## src/rtl/food_timer_pkg.sv

```systemverilog
// Shared types and helpers for the multi-channel food timer bank.
package food_timer_pkg;

  // Per-channel life cycle: idle, counting down, finished and awaiting ack.
  typedef enum logic [1:0] {
    ST_IDLE = 2'd0,
    ST_RUN  = 2'd1,
    ST_DONE = 2'd2
  } chan_state_e;

  // Duration used when a start request carries a length of zero.
  localparam int DEFAULT_TICKS_C = 2;

  // Channel-select width; a single-channel bank still needs one select bit.
  function automatic int ch_width(input int n);
    return (n > 1) ? $clog2(n) : 1;
  endfunction

endpackage

```

## src/rtl/food_timer_chan.sv

```systemverilog
// One timer channel: state register, countdown and finish/done flags.
// The start request arriving here has already been validated by the bank.
module food_timer_chan
  import food_timer_pkg::*;
#(
  parameter int CNT_W = 8
) (
  input  logic             clk,
  input  logic             rst_food,
  input  logic             tick_en_i,
  input  logic             start_i,
  input  logic [CNT_W-1:0] len_i,
  input  logic             pause_i,
  input  logic             cancel_i,
  input  logic             ack_i,
  output logic             busy_o,
  output logic             done_o,
  output logic             finish_o,
  output logic [CNT_W-1:0] remaining_o
);

  chan_state_e      state_q, state_d;
  logic [CNT_W-1:0] rem_q, rem_d;
  logic             busy_q, busy_d;
  logic             done_q, done_d;
  logic             finish_q, finish_d;

  // Next-state: cancel > start > tick decrement > ack.
  always_comb begin
    // NOTE: every output of this block gets a default first, so no path can leave one unassigned and infer a latch.
    state_d  = state_q;
    rem_d    = rem_q;
    finish_d = 1'b0;
    if (cancel_i) begin
      state_d = ST_IDLE;
      rem_d   = '0;
    end else if (start_i) begin
      state_d = ST_RUN;
      rem_d   = len_i;
    end else begin
      unique case (state_q)
        ST_RUN: begin
          if (tick_en_i && !pause_i) begin
            if (rem_q > CNT_W'(1)) begin
              rem_d = rem_q - CNT_W'(1);
            end else begin
              // Last tick: never decrement below zero, report completion.
              rem_d    = '0;
              state_d  = ST_DONE;
              finish_d = 1'b1;
            end
          end
        end
        ST_DONE: begin
          if (ack_i) state_d = ST_IDLE;
        end
        default: ;
      endcase
    end
    busy_d = (state_d == ST_RUN);
    done_d = (state_d == ST_DONE);
  end

  // State, count and registered status flags.
  always_ff @(posedge clk) begin
    // NOTE: sequential state uses non-blocking assignments so every flop samples pre-edge values.
    if (rst_food) begin
      state_q  <= ST_IDLE;
      rem_q    <= '0;
      busy_q   <= 1'b0;
      done_q   <= 1'b0;
      finish_q <= 1'b0;
    end else begin
      state_q  <= state_d;
      rem_q    <= rem_d;
      busy_q   <= busy_d;
      done_q   <= done_d;
      finish_q <= finish_d;
    end
  end

  assign busy_o      = busy_q;
  assign done_o      = done_q;
  assign finish_o    = finish_q;
  assign remaining_o = rem_q;

endmodule

```

## src/rtl/food_timer_bank.sv

```systemverilog
// Bank of independent countdown timers: start decode and validation,
// start_err register and remaining-count readback mux.
module food_timer_bank
  import food_timer_pkg::*;
#(
  parameter int CHANNELS      = 4,
  parameter int CNT_W         = 8,
  parameter int DEFAULT_TICKS = DEFAULT_TICKS_C,
  parameter int CH_W          = ch_width(CHANNELS)
) (
  input  logic                clk,
  input  logic                rst_food,
  input  logic                tick_en,
  input  logic                start,
  input  logic [CH_W-1:0]     start_ch,
  input  logic [CNT_W-1:0]    start_len,
  input  logic [CHANNELS-1:0] pause,
  input  logic [CHANNELS-1:0] cancel,
  input  logic [CHANNELS-1:0] ack,
  input  logic [CH_W-1:0]     rd_ch,
  output logic [CHANNELS-1:0] busy,
  output logic [CHANNELS-1:0] done,
  output logic [CHANNELS-1:0] finish,
  output logic                start_err,
  output logic [CNT_W-1:0]    rd_remaining
);

  logic                ch_valid;
  logic                cancel_hit;
  logic [CNT_W-1:0]    load_len;
  logic [CHANNELS-1:0] start_vec;
  logic                start_err_q, start_err_d;
  logic [CNT_W-1:0]    rem_arr [CHANNELS];

  assign ch_valid   = (int'(start_ch) < CHANNELS);
  assign cancel_hit = ch_valid && cancel[start_ch];
  assign load_len   = (start_len == '0) ? CNT_W'(DEFAULT_TICKS) : start_len;

  // A start into a running or non-existent channel is rejected; a same-edge
  // cancel silently wins over the start.
  assign start_err_d = start && !cancel_hit && (!ch_valid || busy[start_ch]);

  for (genvar i = 0; i < CHANNELS; i++) begin : g_chan
    // Channels in IDLE or DONE accept the load; cancel priority lives inside the channel.
    assign start_vec[i] = start && ch_valid && (start_ch == CH_W'(i)) && !busy[i];

    food_timer_chan #(
      .CNT_W (CNT_W)
    ) u_chan (
      .clk         (clk),
      .rst_food    (rst_food),
      .tick_en_i   (tick_en),
      .start_i     (start_vec[i]),
      .len_i       (load_len),
      .pause_i     (pause[i]),
      .cancel_i    (cancel[i]),
      .ack_i       (ack[i]),
      .busy_o      (busy[i]),
      .done_o      (done[i]),
      .finish_o    (finish[i]),
      .remaining_o (rem_arr[i])
    );
  end

  // One-cycle rejection pulse.
  always_ff @(posedge clk) begin
    if (rst_food) start_err_q <= 1'b0;
    else          start_err_q <= start_err_d;
  end

  assign start_err = start_err_q;

  // Readback of the selected channel's count; out-of-range selects read zero.
  always_comb begin
    rd_remaining = '0;
    if (int'(rd_ch) < CHANNELS) rd_remaining = rem_arr[rd_ch];
  end

endmodule

```

## config.mk

```make
export PLATFORM = sky130hd
export DESIGN_NAME = food_timer_bank
export DESIGN_NICKNAME = d
export VERILOG_FILES = /design/src/rtl/food_timer_pkg.sv /design/src/rtl/food_timer_chan.sv /design/src/rtl/food_timer_bank.sv
export SDC_FILE = /design/constraint.sdc
export NUM_CORES = 1
export LEC_CHECK = 0
export ABC_AREA = 1
export CAP_MARGIN = 10
export CELL_PAD_IN_SITES_DETAIL_PLACEMENT = 1
export CELL_PAD_IN_SITES_GLOBAL_PLACEMENT = 1
export CORE_ASPECT_RATIO = 0.8
export CORE_UTILIZATION = 42
export CTS_BUF_LIST = sky130_fd_sc_hd__clkbuf_16
export DETAILED_ROUTE_END_ITERATION = 8
export PLACE_DENSITY_LB_ADDON = 0.3
export SYNTH_ARGS = -nofsm -noshare
export SYNTH_HDL_FRONTEND = slang
export SYNTH_SLANG_ARGS = --single-unit
```

## constraint.sdc

```tcl
create_clock -name clk -period 4.18 [get_ports clk]
set_input_delay 1.045 -clock clk [delete_from_list [all_inputs] [get_ports clk]]
set_output_delay 1.045 -clock clk [all_outputs]
set_load 0.1 [all_outputs]
```

Word-level counts from Yosys, hierarchy flattened --
Index checks and enable logic that the tools add are counted.
Word-level totals: input bits 28, output and inout port bits 21, flip-flop bits (word level) 53, word-level logic and storage cells 156
Cells by class: $lt $le $gt $ge 6, equal/unequal tests 19, add/sub/neg operators 4, reductions and logical operators 45, bitwise operators 9, mux-type cells 52
Operator list (number):
- 8-bit 2-to-1 mux | 19
- 2-bit 2-to-1 mux | 20
- 8-bit by 1-bit > comparator with 1-bit output, second input constant | 4
- 8-bit by 1-bit subtractor with 8-bit output, second input constant | 4
- 2-bit == test, second input constant | 10
- 5-bit OR reduction | 4
- 2-bit by 1-bit == test with 1-bit output, second input constant | 9
- 8-bit binary-select mux with 2-bit select | 1
- 2-bit one-hot mux with 2 select lines | 4
- 2-bit nonzero test | 8
- 1-bit logical AND | 14
- 1-bit zero test | 9
- 8-bit zero test | 1
- 1-bit inverter | 8
- 2-bit AND reduction | 4
- 2-bit OR reduction | 4
- 1-bit 2-to-1 mux | 6
- 1-bit binary-select mux with 2-bit select | 2
- 3-bit greater-or-equal comparator, second input constant | 1
- 2-bit by 3-bit < comparator with 1-bit output, second input constant | 1
- 2-bit inverter with 3-bit output | 1
- 2-bit zero test | 1

Logic depth before layout (Yosys ltp) --
depth in word-level cells 7, mapped depth 11, depth with buffers taken out 11

Cells and area by module --
Synthesis repeated with hierarchy kept, for this count alone.
Second synthesis, totals: cell total of the unflattened synthesis 611, area, all modules 3970.1 um^2
Modules (own cells, without submodules):
- food_timer_chan (g_chan[0].u_chan ...) | cells each 133, area an instance 894.6 um^2, sequential area each 260.2 um^2, times used 2
- food_timer_chan (g_chan[2].u_chan ...) | cells each 130, area an instance 874.6 um^2, sequential area each 260.2 um^2, times used 2
- food_timer_bank | cells each 85, area an instance 431.7 um^2, sequential area each 20.0 um^2, times used 1

Worst setup path after synthesis --
OpenSTA, ideal clock, no wires.
path kind input to output, start point in rd_ch[0], end point out rd_remaining[3], arrival 3.100 ns, cell stages on the path 6, required time 3.135 ns, buffers on the path 2, slack 0.035 ns, cells stage by stage buf_2 inv_1 buf_2 o21ai_0 a21oi_1 a21oi_1
On the way: longest elaborated chain between the ends 4
RTL lines:
- from (decl) | RTL line food_timer_bank.sv:20 | input logic [CH_W-1:0] rd_ch,
- 2-bit inverter with 3-bit output (implied by the code) | RTL line food_timer_bank.sv:76 | if (int'(rd_ch) < CHANNELS) rd_remaining = rem_arr[rd_ch];
- 8-bit binary-select mux with 2-bit select | RTL line food_timer_bank.sv:76
- 8-bit 2-to-1 mux (implied by the code) (2 in series) | RTL line food_timer_bank.sv:76
- to (decl) | RTL line food_timer_bank.sv:25 | output logic [CNT_W-1:0] rd_remaining
Every way passes these cells. The select of a mux whose other input is x is not followed.

Worst setup path in the final report --
start point in rd_ch[0], end point out rd_remaining[2]
The elaborated chain is that of the path after synthesis.

==> impl_results.md <==
* Leak at 2.01 nW
* Number of diodes at 0
* Io pins at ~50
* Per-cell routed wire length at approximately 17 um
* Post-synthesis sequential area ratio at 29.3%
* Register bit total from synthesis at 53
* Row cnt at 29
* Worst hold stages at 3
* CP max FO at 24
* Synth unique cells at 36
* Setup crit start kind: primary input
* Synth async-reset ratio at 0%
* Hold Path Sink: g_chan[1].u_chan.remaining_o[7]
* CTS sink cnt at between 50 and 60
* Skew-Pair Late Insertion Delay at 0.29 ns
* CP Data Arrival Time at 2.66 ns
* M1 GR Usage at 37.0%
* Reg2reg end: g_chan[2].u_chan.remaining_o[7]
* RSZ-0062 raised after global routing: false
* Worst reg2reg path depth at 9
* Post-synth EDFFs at 0
* Avg Vias per Cell at 5.29
* Top post-synthesis cells by count: nand2_1, inv_1, nor2_1, a21oi_1, dfxtp_1
* Gate Count Post-Synth at 553
* Reg2Reg Setup Slack at approximately 2.4 ns
* Power density over the cells at between 200 and 300 nW/um^2
* Core area at roughly 8200 um^2
* Total congestion overflow at 0
* Syn nets at 597
* Hold_buf cts at 0
* Initial drt markers at 165
* DRC viols at 0
* Setup TNS at 0 ns
* Maximum clock rate at roughly 270 MHz
* Die width at 106 um
* Outcome: finished clean
* Clock transition at the registers of the reported paths at 0.07 ns
* Met2 usage at 44.9%
* Synth top area share at 29.3%
* First-pass GRT wire length at 19300 um
* HP Class: flip-flop to flip-flop
* DP Area at 4180 um^2
* Final ANT Viol Nets at 0
* Post-CTS setup buffer count at 0
* Critical Path RT at 3.13 ns
* CTS buffer count at 5
* Final instance area at 4310 um^2
* Full die area at 9010 um^2
* H-tree Lvls at 2
* Die height at 85.1 um
* P&R area growth vs syn at 18.9%
* Final hold viol count at 0
* Largest cells by area after synthesis: dfxtp_1, nand2_1, inv_1
* Clk buf depth at 2
* Slew @ Worst Pin at 0.975 ns
* NumNets Final at roughly 630
* Initial antenna violation count at 0
* Worst IR drop on VDD at between 150 and 200 uV
* Max_cap viols at 0
* Max-slew violations at 0
* Slew headroom at 34.8%
* Total track usage at 27.4%
* Count leader, synth: nand2_1
* HP Start: g_chan[1].u_chan.remaining_o[7]
* Min Tclk post-route at between 3 and 4 ns
* Met3 Track Usage GR at 3.99%
* # port buffers at 48
* Synthesized area per cell at 6.56 um^2
* CP endpoint kind: output pin
* Vias post-DR at 3690
* CTS root buf: clkbuf_16
* Largest net degree at the start of global routing at 25
* Reg2reg start: g_chan[2].u_chan.remaining_o[0]
* Clk_skew at 0.00581 ns
* Layout cells sized above 1 at under 10%
* Yosys top cell by area: dfxtp_1
* Resized cells post-CTS at 0
* Dpl hpwl at 9170 um
* CTS tree: built
* Final Cycle Share at 88.7%
* DRT Pass-1 Iters at 4
* Starting density of the core at ~44%
* Vias in the first global route at 3811
* Critical path class: primary input to output pin
* Yosys warns at 0
* # setup viols final at 0
* Main flop type after synthesis: dfxtp_1
* Post-synth design cell area at 3630 um^2
* GR peak layer: met2
* Routability cong. at 0.871
* Final WL at approximately 12000 um
[metal layers]
layer | share of wire, % | up-vias | wire (um)
met5 | 0 | - | 0
met1 | 45 | 1771 | 5350
met3 | 5.8 | 12 | 688
li1 | - | 1815 | -
met4 | 1.6 | 0 | 183
met2 | 47 | 92 | 5560
[cell families (layout without fill, tap and decap cells)]
group,count (synthesis),in the layout,share of synthesized area [%]
DFF,53,53,29.3
xor gates and xnor gates,21,21,5.07
adders and majority gates,16,16,5.52
and+or+nand+nor,231,231,28.7
AOI/OAI and AO/OA,104,104,16.0
buffers and inverters,128,164,15.5
[stage by stage]
step | hold slack (ns) | cells | total power, mW | util (%) | worst slack, ns
4_1_cts | 0.603 | 697 | 1.21 | 52.8 | 0.467
3_5_place_dp | 0.590 | 690 | 0.802 | 51.2 | 0.477
6_report | 0.608 | 697 | 1.20 | 52.8 | 0.474
3_3_place_gp | 0.583 | 690 | 0.793 | 51.2 | 0.588
5_1_grt | 0.650 | 697 | 1.25 | 52.8 | 0.337
2_1_floorplan | 0.523 | 553 | 0.708 | - | 0.0346
[worst max-delay path, stage by stage]
cell	delay, ns
clkdlybuf4s50_1	0.48
inv_1	0.27
o21ai_0	0.29
a21oi_1	0.07
a21oi_1	0.28
buf_12	0.22
[registers in the layout (all words and copies together), names as in the netlist]
| signal | count |
|---|---|
| g_chan.u_chan.busy_o | 4 |
| g_chan.u_chan.done_o | 4 |
| g_chan.u_chan.finish_o | 4 |
| g_chan.u_chan.remaining_o | 32 |
| g_chan.u_chan.state_q | 8 |
| start_err | 1 |
[worst max-delay path by stage]
| stage | end | from | slack [ns] | cells past startpoint |
|---|---|---|---|---|
| floorplan | rd_remaining[3] | rd_ch[0] | 0.03 | 6 |
| global placement | rd_remaining[3] | rd_ch[0] | 0.59 | 6 |
| detailed placement | rd_remaining[5] | rd_ch[0] | 0.48 | 6 |
| CTS | rd_remaining[5] | rd_ch[0] | 0.47 | 6 |
| global route | rd_remaining[5] | rd_ch[0] | 0.34 | 6 |
| finish | rd_remaining[2] | rd_ch[0] | 0.47 | 6 |
[final cells by class]
| cell class | instances | area [um^2] |
|---|---|---|
| Clock buffer | 5 | 125 |
| Clock inverter | 2 | 7.51 |
| Fill cell | 1110 | 3850 |
| Multi-Input combinational cell | 372 | 2000 |
| Sequential cell | 53 | 1060 |
| Inverter | 107 | 404 |
| Timing Repair Buffer | 50 | 576 |
| Tap cell | 108 | 135 |
[report_power, final]
group,internal [mW],switching (mW),leakage [nW]
Sequential,0.512,0.00994,0.428
Clock,0.216,0.193,0.0685
Combinational,0.0933,0.179,1.51
[cells in the final DEF (no fill, tap or decap), types with 7 or more instances in the layout]
cell type and n:
a21oi_1 57, buf_12 8, clkdlybuf4s50_1 40, dfxtp_1 53
ha_1 16, inv_1 100, nand2_1 100, nand3_1 24
nand4_1 10, nor2_1 70, o21ai_0 10, o21ai_1 7
o22ai_1 21, xor2_1 21
Note: power is estimated with default switching activity, not from simulation.
